--- config.mk ---
export PLATFORM = sky130hd
export DESIGN_NAME = fir_mch_engine
export DESIGN_NICKNAME = d
export VERILOG_FILES = /design/src/rtl/fir_pkg.sv /design/src/rtl/fir_mac_unit.sv /design/src/rtl/fir_mch_engine.sv
export SDC_FILE = /design/constraint.sdc
export NUM_CORES = 2
export LEC_CHECK = 0
export ABC_AREA = 0
export BUFFER_PORTS_ARGS = -buffer_cell sky130_fd_sc_hd__buf_2
export CAP_MARGIN = 30
export CORE_MARGIN = 4
export CORE_UTILIZATION = 64
export CTS_BUF_LIST = sky130_fd_sc_hd__clkbuf_4 sky130_fd_sc_hd__clkbuf_8
export DETAILED_ROUTE_END_ITERATION = 16
export HOLD_SLACK_MARGIN = 0.08
export PLACE_DENSITY = 0.8
export REMOVE_ABC_BUFFERS = 1
export SLEW_MARGIN = 20
export SYNTH_ARGS = -nofsm -noshare
export SYNTH_HDL_FRONTEND = slang
export SYNTH_SLANG_ARGS = --single-unit
export TNS_END_PERCENT = 10
--- constraint.sdc ---
create_clock -name axis_clk -period 14.93 [get_ports axis_clk]
set_clock_uncertainty 0.15 [all_clocks]
set_input_delay 0.7465 -clock axis_clk [delete_from_list [all_inputs] [get_ports axis_clk]]
set_output_delay 0.7465 -clock axis_clk [all_outputs]
set_load 0.01 [all_outputs]
--- src/rtl/fir_pkg.sv ---
// fir_pkg: register map, ap_ctrl bit positions and FSM states shared by the FIR engine
package fir_pkg;
  localparam logic [31:0] AP_CTRL   = 32'h00;
  localparam logic [31:0] DATA_LEN  = 32'h10;
  localparam logic [31:0] NUM_TAPS  = 32'h14;
  localparam logic [31:0] COEF_BASE = 32'h80;
  localparam int AP_START     = 0;
  localparam int AP_DONE      = 1;
  localparam int AP_IDLE      = 2;
  localparam int AP_TLAST_ERR = 3;
  typedef enum logic [2:0] {IDLE, WAIT_X, MAC, OUT, DONE} state_t;
endpackage

--- src/rtl/fir_mac_unit.sv ---
// fir_mac_unit: signed multiply-accumulate with clear-on-first-tap, output shift and
// optional clamping when FIR_SATURATE_EN is defined (plain wrap otherwise)
module fir_mac_unit #(
  parameter int pDATA_WIDTH = 32,
  parameter int pCOEF_WIDTH = 16,
  parameter int pACC_WIDTH  = 48,
  parameter int pOUT_SHIFT  = 0
) (
  input  logic                          axis_clk,
  input  logic                          axis_rst_n,
  input  logic                          en,
  input  logic                          first,
  input  logic signed [pDATA_WIDTH-1:0] x,
  input  logic signed [pCOEF_WIDTH-1:0] c,
  output logic signed [pDATA_WIDTH-1:0] y
);
  logic signed [pACC_WIDTH-1:0] acc, prod, sum;
  assign prod = pACC_WIDTH'(x) * pACC_WIDTH'(c);
  // y reflects the sum including the current product so the engine can register it on the last tap
  assign sum = (first ? '0 : acc) + prod;
  always_ff @(posedge axis_clk or negedge axis_rst_n)
    if (!axis_rst_n) acc <= '0;
    else if (en) acc <= sum;
`ifdef FIR_SATURATE_EN
  logic signed [pACC_WIDTH-1:0] sh;
  assign sh = sum >>> pOUT_SHIFT;
  assign y = (&sh[pACC_WIDTH-1:pDATA_WIDTH-1] | ~|sh[pACC_WIDTH-1:pDATA_WIDTH-1]) ? sh[pDATA_WIDTH-1:0]
           : {sh[pACC_WIDTH-1], {(pDATA_WIDTH-1){~sh[pACC_WIDTH-1]}}};
`else
  assign y = pDATA_WIDTH'(sum >>> pOUT_SHIFT);
`endif
endmodule

--- src/rtl/fir_mch_engine.sv ---
// fir_mch_engine: multi-channel interleaved FIR, AXI-Lite config, AXI-Stream data in/out.
// Define FIR_SATURATE_EN to clamp outputs instead of wrapping.
module fir_mch_engine
  import fir_pkg::*;
#(
  parameter int pADDR_WIDTH = 12,
  parameter int pDATA_WIDTH = 32,
  parameter int pCOEF_WIDTH = 16,
  parameter int pACC_WIDTH  = 48,
  parameter int pNUM_TAPS   = 16,
  parameter int pNUM_CH     = 2,
  parameter int pOUT_SHIFT  = 0
) (
  input  logic                   axis_clk,
  input  logic                   axis_rst_n,
  input  logic                   awvalid,
  output logic                   awready,
  input  logic [pADDR_WIDTH-1:0] awaddr,
  input  logic                   wvalid,
  output logic                   wready,
  input  logic [pDATA_WIDTH-1:0] wdata,
  input  logic                   arvalid,
  output logic                   arready,
  input  logic [pADDR_WIDTH-1:0] araddr,
  output logic                   rvalid,
  input  logic                   rready,
  output logic [pDATA_WIDTH-1:0] rdata,
  input  logic                   ss_tvalid,
  output logic                   ss_tready,
  input  logic [pDATA_WIDTH-1:0] ss_tdata,
  input  logic                   ss_tlast,
  output logic                   sm_tvalid,
  input  logic                   sm_tready,
  output logic [pDATA_WIDTH-1:0] sm_tdata,
  output logic                   sm_tlast
);
  localparam int TW = $clog2(pNUM_TAPS + 1);
  localparam int CW = pNUM_CH > 1 ? $clog2(pNUM_CH) : 1;

  state_t state, state_nx;
  logic signed [pCOEF_WIDTH-1:0] coef [pNUM_TAPS];
  logic signed [pDATA_WIDTH-1:0] dl [pNUM_CH][pNUM_TAPS];
  logic [pDATA_WIDTH-1:0] data_length, num_taps, out_cnt, rd_val;
  logic [TW-1:0] tap, nt_eff;
  logic [CW-1:0] ch;
  logic tlast_err;
  logic signed [pDATA_WIDTH-1:0] mac_x, y;
  logic signed [pCOEF_WIDTH-1:0] mac_c;
  logic [31:0] wa, ra;
  logic cfg_ok, wr_en, start, ss_hs, sm_hs, done_clr, last_tap, is_last;

  assign wa = 32'(awaddr);
  assign ra = 32'(araddr);
  assign wready = awready;
  assign cfg_ok = state == IDLE || state == DONE;
  assign wr_en = awready & awvalid & wvalid;
  assign start = wr_en && cfg_ok && wa == AP_CTRL && wdata[AP_START];
  assign ss_tready = state == WAIT_X;
  assign ss_hs = ss_tvalid & ss_tready;
  assign sm_hs = sm_tvalid & sm_tready;
  assign done_clr = arvalid && arready && ra == AP_CTRL && state == DONE;
  assign nt_eff = num_taps == '0 ? TW'(1) : num_taps > pDATA_WIDTH'(pNUM_TAPS) ? TW'(pNUM_TAPS) : TW'(num_taps);
  assign last_tap = tap == nt_eff - TW'(1);
  assign is_last = out_cnt == data_length - pDATA_WIDTH'(1);

  always_comb begin
    mac_x = '0;
    mac_c = '0;
    for (int i = 0; i < pNUM_TAPS; i++) begin
      if (tap == TW'(i)) mac_c = coef[i];
      for (int c = 0; c < pNUM_CH; c++)
        if (tap == TW'(i) && ch == CW'(c)) mac_x = dl[c][i];
    end
  end

  always_comb begin
    rd_val = '0;
    if (ra == AP_CTRL) begin
      rd_val[AP_DONE] = state == DONE;
      rd_val[AP_IDLE] = cfg_ok;
      rd_val[AP_TLAST_ERR] = tlast_err;
    end
    if (ra == DATA_LEN) rd_val = data_length;
    if (ra == NUM_TAPS) rd_val = num_taps;
    for (int i = 0; i < pNUM_TAPS; i++)
      if (ra == COEF_BASE + 32'(4 * i)) rd_val = pDATA_WIDTH'(coef[i]);
  end

  always_comb begin
    state_nx = state;
    case (state)
      IDLE:    if (start) state_nx = data_length == '0 ? DONE : WAIT_X;
      WAIT_X:  if (ss_hs) state_nx = MAC;
      MAC:     if (last_tap) state_nx = OUT;
      OUT:     if (sm_hs) state_nx = is_last ? DONE : WAIT_X;
      DONE:    state_nx = start ? (data_length == '0 ? DONE : WAIT_X) : done_clr ? IDLE : DONE;
      default: state_nx = IDLE;
    endcase
  end

  always_ff @(posedge axis_clk or negedge axis_rst_n)
    if (!axis_rst_n) state <= IDLE;
    else state <= state_nx;

  always_ff @(posedge axis_clk or negedge axis_rst_n)
    if (!axis_rst_n) begin
      awready <= 1'b0;
      arready <= 1'b0;
      rvalid <= 1'b0;
      rdata <= '0;
      sm_tvalid <= 1'b0;
      sm_tdata <= '0;
      sm_tlast <= 1'b0;
      data_length <= '0;
      num_taps <= '0;
      out_cnt <= '0;
      tap <= '0;
      ch <= '0;
      tlast_err <= 1'b0;
      for (int i = 0; i < pNUM_TAPS; i++) coef[i] <= '0;
      for (int c = 0; c < pNUM_CH; c++)
        for (int i = 0; i < pNUM_TAPS; i++) dl[c][i] <= '0;
    end else begin
      awready <= awvalid & wvalid & ~awready;
      arready <= arvalid & ~arready & ~rvalid;
      if (arvalid & arready) begin
        rvalid <= 1'b1;
        rdata <= rd_val;
      end else if (rready) rvalid <= 1'b0;
      if (wr_en && cfg_ok) begin
        if (wa == DATA_LEN) data_length <= wdata;
        if (wa == NUM_TAPS) num_taps <= wdata;
        for (int i = 0; i < pNUM_TAPS; i++)
          if (wa == COEF_BASE + 32'(4 * i)) coef[i] <= wdata[pCOEF_WIDTH-1:0];
      end
      if (start) begin
        ch <= '0;
        out_cnt <= '0;
        tlast_err <= 1'b0;
        for (int c = 0; c < pNUM_CH; c++)
          for (int i = 0; i < pNUM_TAPS; i++) dl[c][i] <= '0;
      end
      if (ss_hs) begin
        tap <= '0;
        if (ss_tlast && !is_last) tlast_err <= 1'b1;
        for (int c = 0; c < pNUM_CH; c++)
          if (ch == CW'(c)) begin
            dl[c][0] <= ss_tdata;
            for (int i = 1; i < pNUM_TAPS; i++) dl[c][i] <= dl[c][i-1];
          end
      end
      if (state == MAC) begin
        tap <= tap + TW'(1);
        if (last_tap) begin
          sm_tvalid <= 1'b1;
          sm_tdata <= y;
          sm_tlast <= is_last;
        end
      end
      if (sm_hs) begin
        sm_tvalid <= 1'b0;
        sm_tlast <= 1'b0;
        out_cnt <= out_cnt + pDATA_WIDTH'(1);
        ch <= ch == CW'(pNUM_CH - 1) ? '0 : ch + CW'(1);
      end
    end

  fir_mac_unit #(
    .pDATA_WIDTH(pDATA_WIDTH),
    .pCOEF_WIDTH(pCOEF_WIDTH),
    .pACC_WIDTH (pACC_WIDTH),
    .pOUT_SHIFT (pOUT_SHIFT)
  ) u_mac (
    .axis_clk  (axis_clk),
    .axis_rst_n(axis_rst_n),
    .en        (state == MAC),
    .first     (tap == '0),
    .x         (mac_x),
    .c         (mac_c),
    .y         (y)
  );
endmodule

==> out/metrics.cfg <==
[final_layout]
ff_latch_area_mm2 = 0.0372
multi_input_area_mm2 = 0.0445
fillers = 10100
drive_above_1_share_pct = 13.8
final_common_cell = nand2_1
layout_common_cells = nand2_1 (2464), dfrtp_1 (1483), o21ai_0 (1262), inv_1 (444), nor2_1 (382)
syn_to_final_growth_pct = 9.73
fin_nets = 10000

[clock_network]
cts_buffers = 239
clockBufferDepth = 3
clock_latency_ps = 1020
cts-resized-gates = 0
root_buffer = clkbuf_8
cts_tree = yes
path_clk_slew_ps = 70
clock_sinks = 1487
htree_levels = 4

[synthesis]
synth_area_mm2 = 0.0862
yosysTopAreaCellShare_pct = 43.2
async_reset_ff_share_pct = 100
synth-edff-count = 0
ys_seq_area_share_pct = 43.2
ys_ff_latch = 1487
yosys-top-cells-area = dfrtp_1 (43%), nand2_1 (11%), fa_1 (7.8%), o21ai_0 (7.3%), mux2_2 (4.9%)
synth_cell_type_count = 113
yosys_warnings = 0
yosysTopAreaCell = dfrtp_1
syn_inst = 9499
synth-main-ff-cell = dfrtp_1
postSynthAreaPerCell_um2 = 9.07

[worst_setup_path]
path_common_cell = fa_1
rr_startpoint = tap[0]
critPathSlowestCell = nor4b_2
worstSetupPathType = reg2reg
crit_path_end_kind = flop
crit_arrival_ps = 13070
r2r_setup_slack_ps = 2580
start_kind = flop
max_stage_delay_ps = 870
path_max_fanout = 25
r2r_end = sm_tdata[31]
reg2reg_depth = 41
critical_path_buf_inv_count = 7
critPathRequiredTime_ps = 15650
crit_family = compound AO/OA/AOI/OAI gates

[routing]
ant_nets = 0
drc = 0
routed_wl_mm = 284
viasPerCell = 6.55
dr.pass1.iters = 7
wl_per_cell_um = 24.7
vias = 75000
dr.first_iter.drc_count = 10600

[floorplanning]
die-area_mm2 = 0.141
io_pins = 168
die_h_um = 375
fp.coreArea_mm2 = 0.134
initial_core_util_pct = 64.5
die_w_um = 375
fp-row-count = 134

[timing]
report.final.setup_viol = 0
slew_violations = 0
max_slew_margin_pct = 18.6
period_needed_ps = 12350
worstMarginPinSlew_ps = 1220
fmax_ghz = 0.0809
hold_viol_final = 0
period_share_pct = 82.8
rsz0062_at_grt = false
fin_tns_setup_ps = 0

[global_route]
grt_pass1_wl_mm = 439
grt_pass1_vias = 73900
overflow = 0
antenna_found_initial = 14
grt_max_degree = 246
grt_usage_pct = 40.0

[min_path]
min_path_type = in2reg
hp-start = sm_tready
hold_path_end = out_cnt[0]
hold-path-cell-count = 3

[placement]
dpl.hpwl_mm = 184
numPortBuffers = 167
gp_congestion = 1.01

[run_status]
outcome = finished, final reports clean

[flow_run]
drv_cap = 0

kinds of logic after synthesis:
group,synth area share (%)
AND/OR/NAND/NOR,16.5
adder cells (fa/ha/maj),9.28
buffers and inverters,5.56
XOR/XNOR,1.04
AO/OA/AOI/OAI,15.2
flip-flops,43.2
multiplexers,9.25
worst reg2reg max path: cells and delay by family (launching register included):
family | cells | cell delay [ps]
and+or+nand+nor | 7 | 2120
AOI/OAI and AO/OA | 18 | 4700
DFF | 1 | 450
xor gates and xnor gates | 1 | 290
buffers and inverters | 7 | 1190
adders and majority gates | 8 | 3310
area by class of cell:
type | instances | share of cell area [%]
Multi-Input combinational cell | 6867 | 47.0
Clock buffer | 398 | 5.20
Antenna cell | 8 | 0.0212
Sequential cell | 1487 | 39.4
Tap cell | 1768 | 2.34
Timing Repair Buffer | 451 | 3.93
Clock inverter | 33 | 0.355
Inverter | 448 | 1.78
metal layers:
metal  track usage (%)  vias to the layer above  wire (µm)
met2              58.2                     5104     122000
li1                  -                    32300          -
met4              20.3                       12      16900
met1              54.4                    36500     107000
met3              12.4                     1124      37600
met5                 0                        -         98
flip-flops by register name, indices dropped and copies added (netlist names):
signal	count
tlast_err	1
num_taps	32
dl	1024
u_mac.acc	32
data_length	32
tap	5
sm_tvalid	1
coef	256
arready	1
rvalid	1
ch	1
awready	1
rdata	32
state	3
out_cnt	32
sm_tlast	1
sm_tdata	32
per-stage QoR:
stage / utilization, % / setup slack (ps) / hold slack [ps] / instance area, µm² / cells
detailed placement: 66.0 / 3050 / 304 / 88200 / 10900
CTS: 70.4 / 2970 / 107 / 94100 / 11400
floorplan: - / -47660 / 287 / 83100 / 8802
global route: 70.8 / 2110 / 175 / 94600 / 11500
global placement: 65.8 / 2770 / 287 / 88000 / 10900
finish: 70.8 / 2580 / 186 / 94600 / 11500
synthesized netlist by cell type (14+ instances only):
cell type and number:
nand4_1 33, nand2b_1 37, and2_1 70, a221o_1 18, a21o_1 14, nor3_1 77, a2111oi_0 15, or2_2 24
ha_1 105, buf_2 77, o211ai_1 47, a221oi_1 84, buf_6 35, nand3_1 109, dfrtp_1 1487, nor2b_1 45
a211oi_1 45, fa_1 334, and3_1 20, nor4_1 22, mux2i_1 365, a21oi_1 235, xor2_1 32, nor2_1 397
a22o_1 24, o22ai_1 82, buf_1 18, clkbuf_1 531, o21ai_1 18, o21ai_0 1263, nand2_1 2466, a22oi_1 59
a31oi_1 38, mux2_2 378, o31ai_1 27, o22a_1 15, o221ai_1 68, xnor2_1 54, buf_4 36, or3_1 20
a222oi_1 22, inv_1 445
repair_timing:
item | in CTS | in global routing
setup buffers | 0 | 0
setup endpoints to repair | 0 | 0
hold buffers | 66 | 0
hold endpoints to repair | 231 | 0
how the worst max path moves through the flow:
stage | startpoint | end | slack [ps] | cells after the start
final | tap[0] | sm_tdata[31] | 2580 | 41
after global routing | tap[0] | u_mac.acc[31] | 2110 | 41
after CTS | tap[0] | sm_tdata[31] | 2970 | 40
after detailed placement | tap[0] | sm_tdata[31] | 3050 | 40
after global placement | tap[0] | sm_tdata[31] | 2770 | 40
after floorplan | ch | dl[700] | -47660 | 2
Power is not shown: default switching activity piles up to over one toggle a cycle in this logic, so the estimate is an artifact.
